### src/rtl/resp_formatter_pkg.sv
// Shared response definitions: ASCII frame tags, CR/LF, error codes,
// frame/state types. Optional CR/LF terminator enabled by RESP_CRLF_EN.
package resp_formatter_pkg;

  // ASCII tags shared with the command decoder
  localparam logic [7:0] ASCII_K = 8'h4B;
  localparam logic [7:0] ASCII_D = 8'h44;
  localparam logic [7:0] ASCII_E = 8'h45;
  localparam logic [7:0] ASCII_W = 8'h57;
  localparam logic [7:0] ASCII_R = 8'h52;
  localparam logic [7:0] ASCII_CR = 8'h0D;
  localparam logic [7:0] ASCII_LF = 8'h0A;

  // Error codes reported in 'E' frames
  localparam logic [7:0] ERR_UNKNOWN_CMD = 8'h01;
  localparam logic [7:0] ERR_BAD_ADDR = 8'h02;

  typedef enum logic [1:0] {
    FT_NONE = 2'd0,
    FT_OK   = 2'd1,
    FT_DATA = 2'd2,
    FT_ERR  = 2'd3
  } frame_t;

  typedef enum logic [1:0] {
    S_IDLE = 2'd0,
    S_SEND = 2'd1,
    S_ACK  = 2'd2,
    S_WAIT = 2'd3
  } state_t;

  // Number of bytes in a frame of the given type
  function automatic logic [2:0] frame_len(frame_t ft);
    logic [2:0] len;
    unique case (ft)
      FT_DATA: len = 3'd3;
      FT_NONE: len = 3'd0;
      default: len = 3'd2;
    endcase
`ifdef RESP_CRLF_EN
    if (ft != FT_NONE) len = len + 3'd2;
`endif
    return len;
  endfunction

endpackage

### src/rtl/resp_byte_sel.sv
// Frame byte selector: picks the byte at position idx of the latched frame.
// Appends CR/LF after the payload when RESP_CRLF_EN is defined.
module resp_byte_sel
  import resp_formatter_pkg::*;
(
  input  frame_t     ft,
  input  logic [2:0] idx,
  input  logic [7:0] addr,
  input  logic [7:0] data,
  input  logic [7:0] code,
  output logic [7:0] byte_o
);

  // Position decode per frame type; unused positions give 0x00
  always_comb begin
    byte_o = 8'h00;
    unique case (ft)
      FT_OK: begin
        case (idx)
          3'd0: byte_o = ASCII_K;
          3'd1: byte_o = addr;
`ifdef RESP_CRLF_EN
          3'd2: byte_o = ASCII_CR;
          3'd3: byte_o = ASCII_LF;
`endif
          default: byte_o = 8'h00;
        endcase
      end
      FT_DATA: begin
        case (idx)
          3'd0: byte_o = ASCII_D;
          3'd1: byte_o = addr;
          3'd2: byte_o = data;
`ifdef RESP_CRLF_EN
          3'd3: byte_o = ASCII_CR;
          3'd4: byte_o = ASCII_LF;
`endif
          default: byte_o = 8'h00;
        endcase
      end
      FT_ERR: begin
        case (idx)
          3'd0: byte_o = ASCII_E;
          3'd1: byte_o = code;
`ifdef RESP_CRLF_EN
          3'd2: byte_o = ASCII_CR;
          3'd3: byte_o = ASCII_LF;
`endif
          default: byte_o = 8'h00;
        endcase
      end
      default: byte_o = 8'h00;
    endcase
  end

endmodule

### src/rtl/resp_formatter.sv
// Response formatter: turns completion pulses into K/D/E byte frames
// for a UART transmitter. Optional CR/LF terminator via RESP_CRLF_EN.
module resp_formatter
  import resp_formatter_pkg::*;
(
  input  logic       clk,
  input  logic       rst,
  input  logic       resp_ok,
  input  logic       resp_data,
  input  logic       resp_err,
  input  logic [7:0] resp_addr,
  input  logic [7:0] resp_data_byte,
  input  logic [7:0] resp_err_code,
  input  logic       tx_busy,
  output logic       tx_start,
  output logic [7:0] tx_data,
  output logic       fmt_busy,
  output logic       resp_drop
);

  state_t     state_q, state_d;
  logic [2:0] idx_q, idx_d;
  frame_t     ft_q, ft_d;
  logic [7:0] addr_q, addr_d;
  logic [7:0] data_q, data_d;
  logic [7:0] code_q, code_d;
  logic [7:0] tx_data_q, tx_data_d;
  logic       drop_q, drop_d;
  logic       start_c;
  logic       any_pulse;
  logic [7:0] cur_byte;
  logic [2:0] last_idx;

  assign any_pulse = resp_ok | resp_data | resp_err;
  assign last_idx = frame_len(ft_q) - 3'd1;

  resp_byte_sel u_byte_sel (
    .ft    (ft_q),
    .idx   (idx_q),
    .addr  (addr_q),
    .data  (data_q),
    .code  (code_q),
    .byte_o(cur_byte)
  );

  // Next-state logic: latch frame, pace bytes on tx_busy, flag drops
  always_comb begin
    state_d = state_q;
    idx_d = idx_q;
    ft_d = ft_q;
    addr_d = addr_q;
    data_d = data_q;
    code_d = code_q;
    tx_data_d = tx_data_q;
    drop_d = drop_q;
    start_c = 1'b0;
    unique case (state_q)
      S_IDLE: begin
        if (any_pulse) begin
          if (resp_err) ft_d = FT_ERR;
          else if (resp_data) ft_d = FT_DATA;
          else ft_d = FT_OK;
          addr_d = resp_addr;
          data_d = resp_data_byte;
          code_d = resp_err_code;
          state_d = S_SEND;
        end
      end
      S_SEND: begin
        if (!tx_busy && !rst) begin
          start_c = 1'b1;
          tx_data_d = cur_byte;
          state_d = S_ACK;
        end
      end
      S_ACK: begin
        if (tx_busy) state_d = S_WAIT;
      end
      S_WAIT: begin
        if (!tx_busy) begin
          if (idx_q < last_idx) begin
            idx_d = idx_q + 3'd1;
            state_d = S_SEND;
          end else begin
            idx_d = 3'd0;
            state_d = S_IDLE;
          end
        end
      end
      default: state_d = S_IDLE;
    endcase
    if (state_q != S_IDLE && any_pulse) drop_d = 1'b1;
  end

  // State and frame registers with synchronous reset
  always_ff @(posedge clk) begin
    if (rst) begin
      state_q <= S_IDLE;
      idx_q <= 3'd0;
      ft_q <= FT_NONE;
      addr_q <= 8'h00;
      data_q <= 8'h00;
      code_q <= 8'h00;
      tx_data_q <= 8'h00;
      drop_q <= 1'b0;
    end else begin
      state_q <= state_d;
      idx_q <= idx_d;
      ft_q <= ft_d;
      addr_q <= addr_d;
      data_q <= data_d;
      code_q <= code_d;
      tx_data_q <= tx_data_d;
      drop_q <= drop_d;
    end
  end

  // tx_data holds the last issued byte between starts
  assign tx_start = start_c;
  assign tx_data = start_c ? cur_byte : tx_data_q;
  assign fmt_busy = (state_q != S_IDLE);
  assign resp_drop = drop_q;

endmodule

### config.mk
export PLATFORM = sky130hd
export DESIGN_NAME = resp_formatter
export DESIGN_NICKNAME = d
export VERILOG_FILES = /design/src/rtl/resp_formatter_pkg.sv /design/src/rtl/resp_byte_sel.sv /design/src/rtl/resp_formatter.sv
export SDC_FILE = /design/constraint.sdc
export NUM_CORES = 1
export LEC_CHECK = 0
export ABC_AREA = 0
export CAP_MARGIN = 20
export CORE_AREA = 2 2 91 93
export CTS_CLUSTER_DIAMETER = 50
export DETAILED_ROUTE_END_ITERATION = 10
export DIE_AREA = 0 0 93 95
export PLACE_DENSITY_LB_ADDON = 0.08
export SYNTH_ARGS = -nofsm -noshare
export SYNTH_HDL_FRONTEND = slang
export SYNTH_SLANG_ARGS = --single-unit
export TNS_END_PERCENT = 100
### constraint.sdc
create_clock -name clk -period 2.45 [get_ports clk]
set_input_delay 0.49 -clock clk [delete_from_list [all_inputs] [get_ports clk]]
set_output_delay 0.49 -clock clk [all_outputs]
set_load 0.05 [all_outputs]
==> results.py <==
metrics = {
    "timing": {
        "fin_tns_setup_ns": 0,
        "worst_pin_slew_ns": 0.500,
        "whs_ns": 0.465,
        "slew_headroom": 0.666,
        "hold_violations": 0,
        "rsz0062_at_grt": "true",
        "maxSlewViolCount": 0,
        "finalSetupViolCount": 0,
        "period_share": 0.986,
        "min_period_ns": 2.42,
        "layout_setup_ws_ns": 0.0334,
        "fmax_mhz": 414,
        "fin_skew_ns": 0.00786,
    },
    "grt": {
        "grt_overflow": 0,
        "grt_max_degree": 42,
        "first_global_vias": 1750,
        "grt_pass1_wl_um": 8660,
        "grt_usage": 0.125,
        "antenna_found_initial": 0,
    },
    "setup_path": {
        "cp_max_fo": 3,
        "worstPathArrival_ns": 1.93,
        "end_kind": "output port",
        "worstPathRequired_ns": 1.96,
        "timing.rr.end": "idx_q[2]",
        "r2r_setup_slack_ns": 0.71,
        "crit_type": "in2out",
        "worstSetupStartpointType": "input port",
        "critPathLaunch": "rst",
        "endpoint": "tx_data[2]",
        "rr_startpoint": "ft_q[1]",
        "rr_worst_depth": 6,
    },
    "finish": {
        "seq_area_um2": 808,
        "final_util": 0.373,
        "area_delta_synth_final_pct": 44.0,
        "final_cells": 421,
        "antenna_cells": 0,
        "design_area_um2": 2960,
        "nets": 355,
        "drive_above_1_share": 0.196,
        "n_fill_cell": 880,
        "multi_input_area_um2": 1210,
    },
    "synth": {
        "netlist_instances": 270,
        "ys.flop_type": "dfxtp_1",
        "synth-seq-area-share": 0.390,
        "synth-edff-count": 0,
        "synth_area_um2": 2060,
        "ys_ff_latch": 40,
        "synthArstFlopShare": 0,
        "yosys_warnings": 0,
        "avgSynthCellArea_um2": 7.61,
        "synthesis.nets": 310,
        "synth_cell_type_count": 40,
    },
    "placement": {
        "postPlaceCellArea_um2": 2700,
        "dpl.hpwl_um": 3920,
        "gp_congestion": 0.733,
        "port_buffers": 40,
        "placed_cells": 411,
        "dpl_worst_slack_ns": -0.0275,
    },
    "pwr": {
        "leakage_nw": 1.17,
        "switching_share": 0.394,
        "p_comb_frac": 0.435,
        "pwr-share-clk": 0.210,
        "power.share.sequential": 0.355,
        "pwr_density_cell_nw_per_um2": 893,
        "p_sw_mw": 1.04,
        "power_mw": 2.64,
        "max-vdd-ir-drop_mv": 0.668,
        "p_int_mw": 1.60,
    },
    "worst_hold_path": {
        "min_path_cells": 2,
        "min_path_type": "reg2reg",
    },
    "cts": {
        "cts-htree-levels": 2,
        "clk_latency_ns": 0.30,
        "cts_max_path_buffers": 2,
        "cts.clk_slew.worst_paths_ns": 0.09,
        "root_buffer": "clkbuf_8",
        "cts_sinks": 40,
        "cts_buffers": 5,
        "cts_tree": "yes",
    },
    "status": {
        "status": "finished clean",
    },
    "detailed_routing": {
        "vias_per_cell": 4.50,
        "drt_pass1_iterations": 4,
        "wl_per_cell_um": 12.9,
        "vias": 1893,
        "drcViolationCount": 0,
        "ant_nets": 0,
        "wl_um": 5430,
        "drt_iter0_drc": 97,
    },
    "die": {
        "pin_count": 41,
        "core-area_um2": 7930,
        "rows": 33,
        "initial_core_util": 0.259,
        "dieHeight_um": 95,
        "die_w_um": 93,
        "die-area_um2": 8840,
    },
    "flow_run": {
        "maxCapViolCount": 0,
    },
}
[flip-flops by register name, indices dropped and copies added (netlist names)]
signal     flops
resp_drop      1
idx_q          3
addr_q         8
state_q        2
code_q         8
tx_data_q      8
ft_q           2
data_q         8
[power by group through the flow]
stage	clock, mW	combinational, mW	sequential [mW]
after CTS	0.580	1.13	0.938
after detailed placement	0	1.11	0.952
after global placement	0	1.12	0.950
final	0.556	1.15	0.938
after global routing	0.612	1.29	0.960
after floorplan	0	0.768	0.930
[cell usage after synthesis (3+ instances only)]
master	n	share of area
a22oi_1	6	0.022
nor2b_1	3	0.0091
a21oi_1	34	0.083
o32ai_1	5	0.021
buf_2	9	0.022
nand2_1	77	0.14
nand3_1	5	0.012
nand3b_1	8	0.029
inv_1	10	0.018
ha_1	10	0.061
nor2_1	9	0.016
clkbuf_1	7	0.013
nor3_1	6	0.015
dfxtp_1	40	0.39
o21ai_0	6	0.015
mux2i_1	4	0.019
[routing by layer]
metal / wire (µm) / track usage / vias up / part of all wire
met5: 0 / 0 / - / 0
met4: 106 / 0.0490 / 0 / 0.020
met3: 219 / 0.0303 / 7 / 0.040
met2: 2310 / 0.176 / 38 / 0.42
met1: 2800 / 0.182 / 846 / 0.52
li1: - / - / 1002 / -
[cell usage in the layout (no fill, tap or decap), drive strengths merged, types with 5 or more instances in the layout]
master,instances
clkbuf,5
o32ai,5
a21oi,34
nand2,77
a22oi,6
buf,28
nor2,9
clkdlybuf4s50,30
nand3,5
nor3,8
dfxtp,40
nand3b,8
ha,10
inv,11
o21ai,7
[layout make-up]
class,count,share of cell area
clock buffer,5,0.0232
timing repair buffer,58,0.219
clock inverter,3,0.0161
sequential,40,0.273
inverter,11,0.0148
multi-input combinational,199,0.410
tap,105,0.0444
[how the worst min path moves through the flow]
stage	slack [ns]	start	to
after floorplan	0.44	code_q[4]	code_q[4]
after global placement	0.45	addr_q[2]	addr_q[2]
after detailed placement	0.45	data_q[5]	data_q[5]
after CTS	0.47	data_q[5]	data_q[5]
after global routing	0.49	data_q[4]	data_q[4]
final	0.46	data_q[5]	data_q[5]
[cells by family (layout without fill, tap and decap cells)]
family                   after synthesis  in the layout  share of synthesized area
flip-flops                            40             40                      0.390
adder cells (fa/ha/maj)               10             10                     0.0609
multiplexers                           4              4                     0.0195
XOR/XNOR                               3              3                     0.0128
AO/OA/AOI/OAI                         63             63                      0.184
buffers and inverters                 31             77                     0.0682
AND/OR/NAND/NOR                      119            119                      0.265
[worst max-delay path, cell delays in order]
cell             delay [ns]
clkdlybuf4s50_1        0.44
or3b_4                 0.45
nor2_2                 0.17
nand3_2                0.13
nand3_2                0.11
buf_12                 0.14
[what timing repair did]
action                     CTS  global route
setup endpoints to repair    8             8
gates resized for setup      9            23
hold buffers                 0             0
pin swaps                    0            10
buffers inserted             0             2
(Power assumes the default switching activity.)
